[src/rtl/fft_sdf_stage_ctrl.sv]
`default_nettype none
// +--------------------------------------------------------------------------+
// | Module   : fft_sdf_stage_ctrl                                            |
// | Purpose  : Control unit for one radix-2 SDF FFT stage (span HALF):       |
// |            butterfly enable, twiddle index, delay-line shift, out mux.   |
// | Options  : FFT_CTRL_FRAME_ERR_EN - stalls in FILL/BFLY abort the frame   |
// |            and set a sticky err flag.                                    |
// | Revision : 1.0 - initial release                                         |
// +--------------------------------------------------------------------------+
module fft_sdf_stage_ctrl #(
    parameter int DW      = 16,
    parameter int HALF    = 4,
    parameter int TW_STEP = 1,
    parameter int TW_W    = 4
) (
    input  logic            clk,
    input  logic            rst,
    input  logic            valid_i,
    input  logic [DW-1:0]   data_in_r,
    input  logic [DW-1:0]   data_in_i,
    output logic            valid_o,
    output logic [1:0]      state,
    output logic            out_sel,
    output logic            bfly_en,
    output logic            shift_en,
    output logic [TW_W-1:0] tw_idx,
    output logic [DW:0]     data_out_r,
    output logic [DW:0]     data_out_i,
    output logic            err
);

    localparam int            IW     = $clog2(HALF) + 1;
    localparam logic [IW-1:0] C_LAST = IW'(HALF - 1);
    localparam logic [IW-1:0] C_HALF = IW'(HALF);
    localparam logic [IW-1:0] C_ONE  = IW'(1);

    typedef enum logic [1:0] {
        S_IDLE  = 2'b00,
        S_FILL  = 2'b01,
        S_BFLY  = 2'b10,
        S_DRAIN = 2'b11
    } state_t;

    state_t          st_q, st_d;
    logic [IW-1:0]   idx_q, idx_d;
    logic [IW-1:0]   hl_q, hl_d;
    logic            valid_d, out_sel_d, bfly_d, shift_d;
    logic [TW_W-1:0] tw_d;
`ifdef FFT_CTRL_FRAME_ERR_EN
    logic            err_q, err_set;
`endif

    always_comb begin
        st_d      = st_q;
        idx_d     = idx_q;
        hl_d      = hl_q;
        valid_d   = 1'b0;
        out_sel_d = 1'b0;
        bfly_d    = 1'b0;
        shift_d   = 1'b0;
        tw_d      = tw_idx;
`ifdef FFT_CTRL_FRAME_ERR_EN
        err_set   = 1'b0;
`endif
        case (st_q)
            S_IDLE: begin
                if (valid_i) begin
                    shift_d = 1'b1;
                    st_d    = S_FILL;
                    idx_d   = C_ONE;
                end
            end
            S_FILL: begin
                if (valid_i) begin
                    shift_d = 1'b1;
                    valid_d = (hl_q != '0);
                    if (hl_q != '0) hl_d = hl_q - C_ONE;
                    if (idx_q == C_LAST) begin
                        st_d  = S_BFLY;
                        idx_d = '0;
                    end else begin
                        idx_d = idx_q + C_ONE;
                    end
                end else if (idx_q == '0) begin
                    // FILL idx 0 is only reached straight after a butterfly phase:
                    // no follow-on sample means the stage starts draining now.
                    shift_d = 1'b1;
                    valid_d = 1'b1;
                    hl_d    = hl_q - C_ONE;
                    st_d    = S_DRAIN;
                end else begin
`ifdef FFT_CTRL_FRAME_ERR_EN
                    err_set = 1'b1;
                    st_d    = S_IDLE;
                    idx_d   = '0;
                    hl_d    = '0;
`endif
                end
            end
            S_BFLY: begin
                if (valid_i) begin
                    shift_d   = 1'b1;
                    bfly_d    = 1'b1;
                    out_sel_d = 1'b1;
                    valid_d   = 1'b1;
                    tw_d      = TW_W'(TW_W'(idx_q) * TW_W'(TW_STEP));
                    if (idx_q == C_LAST) begin
                        hl_d  = C_HALF;
                        st_d  = S_FILL;
                        idx_d = '0;
                    end else begin
                        idx_d = idx_q + C_ONE;
                    end
                end else begin
`ifdef FFT_CTRL_FRAME_ERR_EN
                    err_set = 1'b1;
                    st_d    = S_IDLE;
                    idx_d   = '0;
                    hl_d    = '0;
`endif
                end
            end
            S_DRAIN: begin
                shift_d = 1'b1;
                valid_d = 1'b1;
                hl_d    = hl_q - C_ONE;
                if (valid_i) begin
                    st_d  = S_FILL;
                    idx_d = C_ONE;
                end else if (hl_q == C_ONE) begin
                    st_d  = S_IDLE;
                    idx_d = '0;
                end
            end
            default: begin
                st_d  = S_IDLE;
                idx_d = '0;
                hl_d  = '0;
            end
        endcase
    end

    always_ff @(posedge clk) begin
        if (!rst) begin
            st_q       <= S_IDLE;
            idx_q      <= '0;
            hl_q       <= '0;
            valid_o    <= 1'b0;
            out_sel    <= 1'b0;
            bfly_en    <= 1'b0;
            shift_en   <= 1'b0;
            tw_idx     <= '0;
            data_out_r <= '0;
            data_out_i <= '0;
        end else begin
            st_q       <= st_d;
            idx_q      <= idx_d;
            hl_q       <= hl_d;
            valid_o    <= valid_d;
            out_sel    <= out_sel_d;
            bfly_en    <= bfly_d;
            shift_en   <= shift_d;
            tw_idx     <= tw_d;
            data_out_r <= {data_in_r[DW-1], data_in_r};
            data_out_i <= {data_in_i[DW-1], data_in_i};
        end
    end

    assign state = st_q;

`ifdef FFT_CTRL_FRAME_ERR_EN
    always_ff @(posedge clk) begin
        if (!rst) err_q <= 1'b0;
        else if (err_set) err_q <= 1'b1;
    end
    assign err = err_q;
`else
    assign err = 1'b0;
`endif

endmodule
`default_nettype wire

[config.mk]
export PLATFORM = sky130hd
export DESIGN_NAME = fft_sdf_stage_ctrl
export DESIGN_NICKNAME = d
export VERILOG_FILES = /design/src/rtl/fft_sdf_stage_ctrl.sv
export SDC_FILE = /design/constraint.sdc
export NUM_CORES = 1
export LEC_CHECK = 0
export CAP_MARGIN = 20
export CELL_PAD_IN_SITES_DETAIL_PLACEMENT = 0
export CELL_PAD_IN_SITES_GLOBAL_PLACEMENT = 2
export CORE_MARGIN = 1.5
export CORE_UTILIZATION = 21
export DETAILED_ROUTE_END_ITERATION = 8
export HOLD_SLACK_MARGIN = 0.06
export MAX_ROUTING_LAYER = met4
export PLACE_DENSITY = 0.79
export SYNTH_ARGS = -nofsm -noshare
export SYNTH_HDL_FRONTEND = slang
export SYNTH_SLANG_ARGS = --single-unit
[constraint.sdc]
create_clock -name clk -period 1.8 [get_ports clk]
set_input_delay 0.54 -clock clk [delete_from_list [all_inputs] [get_ports clk]]
set_output_delay 0.54 -clock clk [all_outputs]
set_load 0.005 [all_outputs]
Word-level counts from Yosys, hierarchy flattened --
Index checks and enable logic that the tools add are counted.
Storage, ports and cells: register bits after elaboration 46, input port bits 35, output and inout bits 45, word-level logic and storage cells 62
Operators by class: add/subtract/negate cells 2, equality and inequality tests 13, mux-type cells 27, reductions and logical operators 11
Operators with widths (count):
- $mux W3 | 10
- $pmux W3 S3 | 2
- $mux W2 | 8
- $ne A3 B3 Y1 const B | 4
- $pmux W2 S4 | 1
- $ne A2 B2 Y1 const B | 3
- $pmux W1 S3 | 2
- $reduce_and A6 Y1 | 1
- $reduce_bool A3 Y1 | 2
- $reduce_and A5 Y1 | 1
- $eq A2 B2 Y1 const B | 2
- $mux W1 | 4
- $reduce_and A2 Y1 | 2
- $reduce_or A2 Y1 | 2
- $add A3 B1 Y3 const B | 1
- $eq A3 B1 Y1 const B | 1
- $eq A3 B2 Y1 const B | 1
- $logic_not A3 Y1 | 1
- $reduce_and A3 Y1 | 1
- $sub A3 B1 Y3 const B | 1
- $eq A2 B1 Y1 const B | 1
- $logic_not A2 Y1 | 1
- $ne A2 B1 Y1 const B | 1

Longest topological paths before layout --
depth after elaboration 4, depth in mapped cells 7, gate-level depth less buffers 6

Worst setup path after synthesis --
No wires, ideal clock.
path type reg-to-reg, from reg st_q[1] (netlist: state[1]), to reg hl_q[0], library setup time 117 ps, data arrival time 1693 ps, data required time 1683 ps, setup slack -10 ps, stages on the path, launching flop included 8, path buffers 1, clock period less this slack 1810 ps, cells stage by stage dfxtp_1 > inv_1 > ha_1 > buf_2 > and4b_1 > a311oi_2 > nand2_1 > a32o_1
Between the ends: cells in the longest elaborated chain, start to end 3, elaborated cells between the ends (all ways) 10, classes of those cells eq/ne: 7; mux: 1; reduce/logical: 2
Ends and longest elaborated chain:
- start, declared | line 44 | state_t st_q, st_d;
- start signal, assigned | line 156 | st_q <= st_d;
- $eq A2 B1 Y1 or $eq A2 B2 Y1 (tied branches) | line 65 | case (st_q)
- $ne A3 B3 Y1 (no source line), or another cell as far along
- $reduce_and A5 Y1 (no source line)
- end signal, assigned | line 158 | hl_q <= hl_d;
- end, declared | line 46 | logic [IW-1:0] hl_q, hl_d;
Several ways; a longest one is shown, not always the timed one. A chain may end at the register's enable or synchronous reset.

Final worst setup path --
from reg st_q[0] (netlist: state[0]), to out state[0]
RTL lines:
- end, declared | line 22 | output logic [1:0] state,
No word-level cell between the ends.

==> metrics.yaml <==
min_period_ns: 1.735
utilization_pct: 35.62
place_congestion: 0.7859
max_cap_violations: 0
wl_microns: 4290
grtUsageTotal_pct: 9.679
cts_sinks: 46
io_buffers: 77
grt_pass1_wl_microns: 6610
clock.fmax_mhz: 576.3
clk_pin_slew_ns: 0.09
crit_path_top_delay_cell: "clkdlybuf4s50_1"
core_area_sq_um: 8258
ios: 80
n_antenna_cell: 0
combPwrFrac_pct: 34.6
crit_family: "buffers and inverters"
num_rows: 33
switching_share_pct: 29.41
timing.final.crit_share_pct: 96.40
syn-cell-area_sq_um: 1797
h-tree-depth: 2
nNetsFinal: 317
rsz0062_at_grt: "no"
slew_viol_final: 0
drc: 0
p_clk_share_pct: 25.8
vias: 1520
antenna_found_initial: 0
min_path_type: "register to register"
crit_buf_inv: 1
cp-start-kind: "register"
avgSynthCellArea_sq_um: 10.09
fillCellCount: 857
pwr-share-seq_pct: 39.7
areaGrowthSynthToFinish_pct: 63.72
total_power_mw: 3.028
synth.distinct_cells: 38
critical_path_class: "register to output pin"
final_cell_mix: "75 x clkdlybuf4s50_1, 43 x dfxtp_1, 32 x and2_1"
post_drt_wl_per_cell_microns: 11.35
clock-root-buffer: "clkbuf_8"
clock_path_buffers: 2
setup_viol: 0
netSwitchingPower_mw: 0.8905
hpwl_microns: 3302
grt.overflow.total: 0
cts-buffers-inserted: 5
drt_first_iter_violations: 68
max_stage_delay_ns: 0.51
synth-seq-cells: 46
crit_required_ns: 1.26
arrival_ns: 1.20
synthCells: 178
drive_above_1_share_pct: 15.75
dieArea_sq_um: 9119
vias_per_cell: 4.021
cts_tree: "done"
antenna_left: 0
first_pass_iters: 4
grt_pass1_vias: 1408
leakage_nw: 1.166
endpoint_kind: "output pin"
critPathMaxFanout: 7
peakVddDrop_v: 0.0003234
fp.dieH_microns: 95.50
hold_viol_final: 0
clkLatencyLatePin_ns: 0.29
grt_max_degree: 28
p_per_area_nw_per_um2: 1029
status: "complete, no violations"
internal_power_mw: 2.138
fin_setup_tns_ns: 0
initial_core_util_pct: 21.76
die_width_microns: 95.50
crit_path_cell_trace: "clkdlybuf4s50_1"
final_common_cell: "clkdlybuf4s50_1"
ys_warn_count: 0
ctsHoldBuffers: 0
finClkSkew_ns: 0.004096
synth_seq_area_share_pct: 51.25
[final cells by class]
class	instances	area, sq um	share of cell area [%]
flip-flops and latches	46	927.1	31.52
clock buffers	5	68.82	2.339
inverters	12	45.04	1.531
well taps	105	131.4	4.466
clock inverters	3	45.04	1.531
multi-input cells	108	790.8	26.88
repair buffers	99	933.4	31.73
[power groups by stage]
stage | Sequential, mW | Combinational [mW] | Clock, mW
2_1_floorplan | 1.21 | 0.529 | 0
3_3_place_gp | 1.22 | 0.959 | 0
3_5_place_dp | 1.22 | 0.950 | 0
4_1_cts | 1.20 | 0.957 | 0.821
5_1_grt | 1.22 | 1.17 | 0.858
6_report | 1.20 | 1.05 | 0.781
[sequential cells by signal (all words and copies together) (netlist names)]
| signal | flops |
|---|---|
| idx_q | 3 |
| data_out_i | 16 |
| bfly_en | 1 |
| tw_idx | 3 |
| shift_en | 1 |
| hl_q | 3 |
| data_out_r | 16 |
| valid_o | 1 |
| state | 2 |
[per-stage QoR]
step	instance area, sq um	setup WS [ns]	std cells	hold WS [ns]
6_report	2942	0.06472	378	0.4539
5_1_grt	2942	0.007021	378	0.4810
4_1_cts	2892	0.03049	375	0.4583
3_5_place_dp	2768	-0.3898	366	0.4451
3_3_place_gp	2768	-0.3364	366	0.4434
2_1_floorplan	1800	0.04054	179	0.4527
[cell usage after synthesis]
cell	instances	share of area (%)
and4_1	1	0.49
inv_1	11	2.3
a221o_1	1	0.56
nor4_2	1	0.70
a2111o_1	2	1.3
and2_1	32	11
and4b_1	1	0.56
nand2_1	8	1.7
nand3b_1	1	0.42
nor3_1	4	1.1
a211o_2	1	0.56
a311oi_1	1	0.49
nor2b_1	2	0.70
o2bb2ai_1	1	0.49
nand4_1	3	1.0
o211a_1	1	0.56
nor3b_1	1	0.42
nand3_1	7	1.9
and4_2	1	0.56
clkbuf_1	6	1.3
buf_4	5	2.1
a311oi_2	1	0.84
nand2b_4	2	1.5
o21ai_0	2	0.56
o221ai_1	1	0.49
nor2_1	2	0.42
conb_1	1	0.21
a32o_1	2	1.1
dfxtp_1	46	51
buf_2	2	0.56
ha_1	10	7.0
inv_2	1	0.21
nand2b_1	2	0.70
a211oi_1	2	0.84
o21a_1	1	0.42
a211o_1	1	0.49
a21oi_1	10	2.8
and3_1	1	0.35
[per-layer routing]
metal / GRT usage [%] / up-vias / share of wire (%)
met5: - / - / 0
met4: 3.309 / 0 / 0.33
met3: 2.951 / 2 / 6.9
met2: 14.78 / 55 / 46
met1: 12.08 / 684 / 46
li1: - / 779 / -
[cells by family after synthesis]
logic type	share of synthesized area (%)
AO/OA/AOI/OAI	11.42
flip-flops	51.25
AND/OR/NAND/NOR	23.75
buffers and inverters	6.407
other	0.2087
adder cells (fa/ha/maj)	6.964
[path summary, 6_finish.rpt]
check	startpoint	endpoint	slack (ns)	cells past startpoint
worst max-delay path	state[0]	state[0]	0.06	1
worst min-delay path	tw_idx[1]	tw_idx[1]	0.45	2
worst max register to register	state[0]	hl_q[0]	0.10	6
worst min register to register	tw_idx[1]	tw_idx[1]	0.45	2
[what timing repair did]
item                                    4_1_cts  5_1_grt
resized for setup                             5        6
endpoints found under the hold margin         0        0
buffers inserted                              1        3
pin swaps                                     0        3
endpoints found under the setup margin        7        5
cloned                                        0        0
No activity file was read; power rests on OpenSTA's default activity.
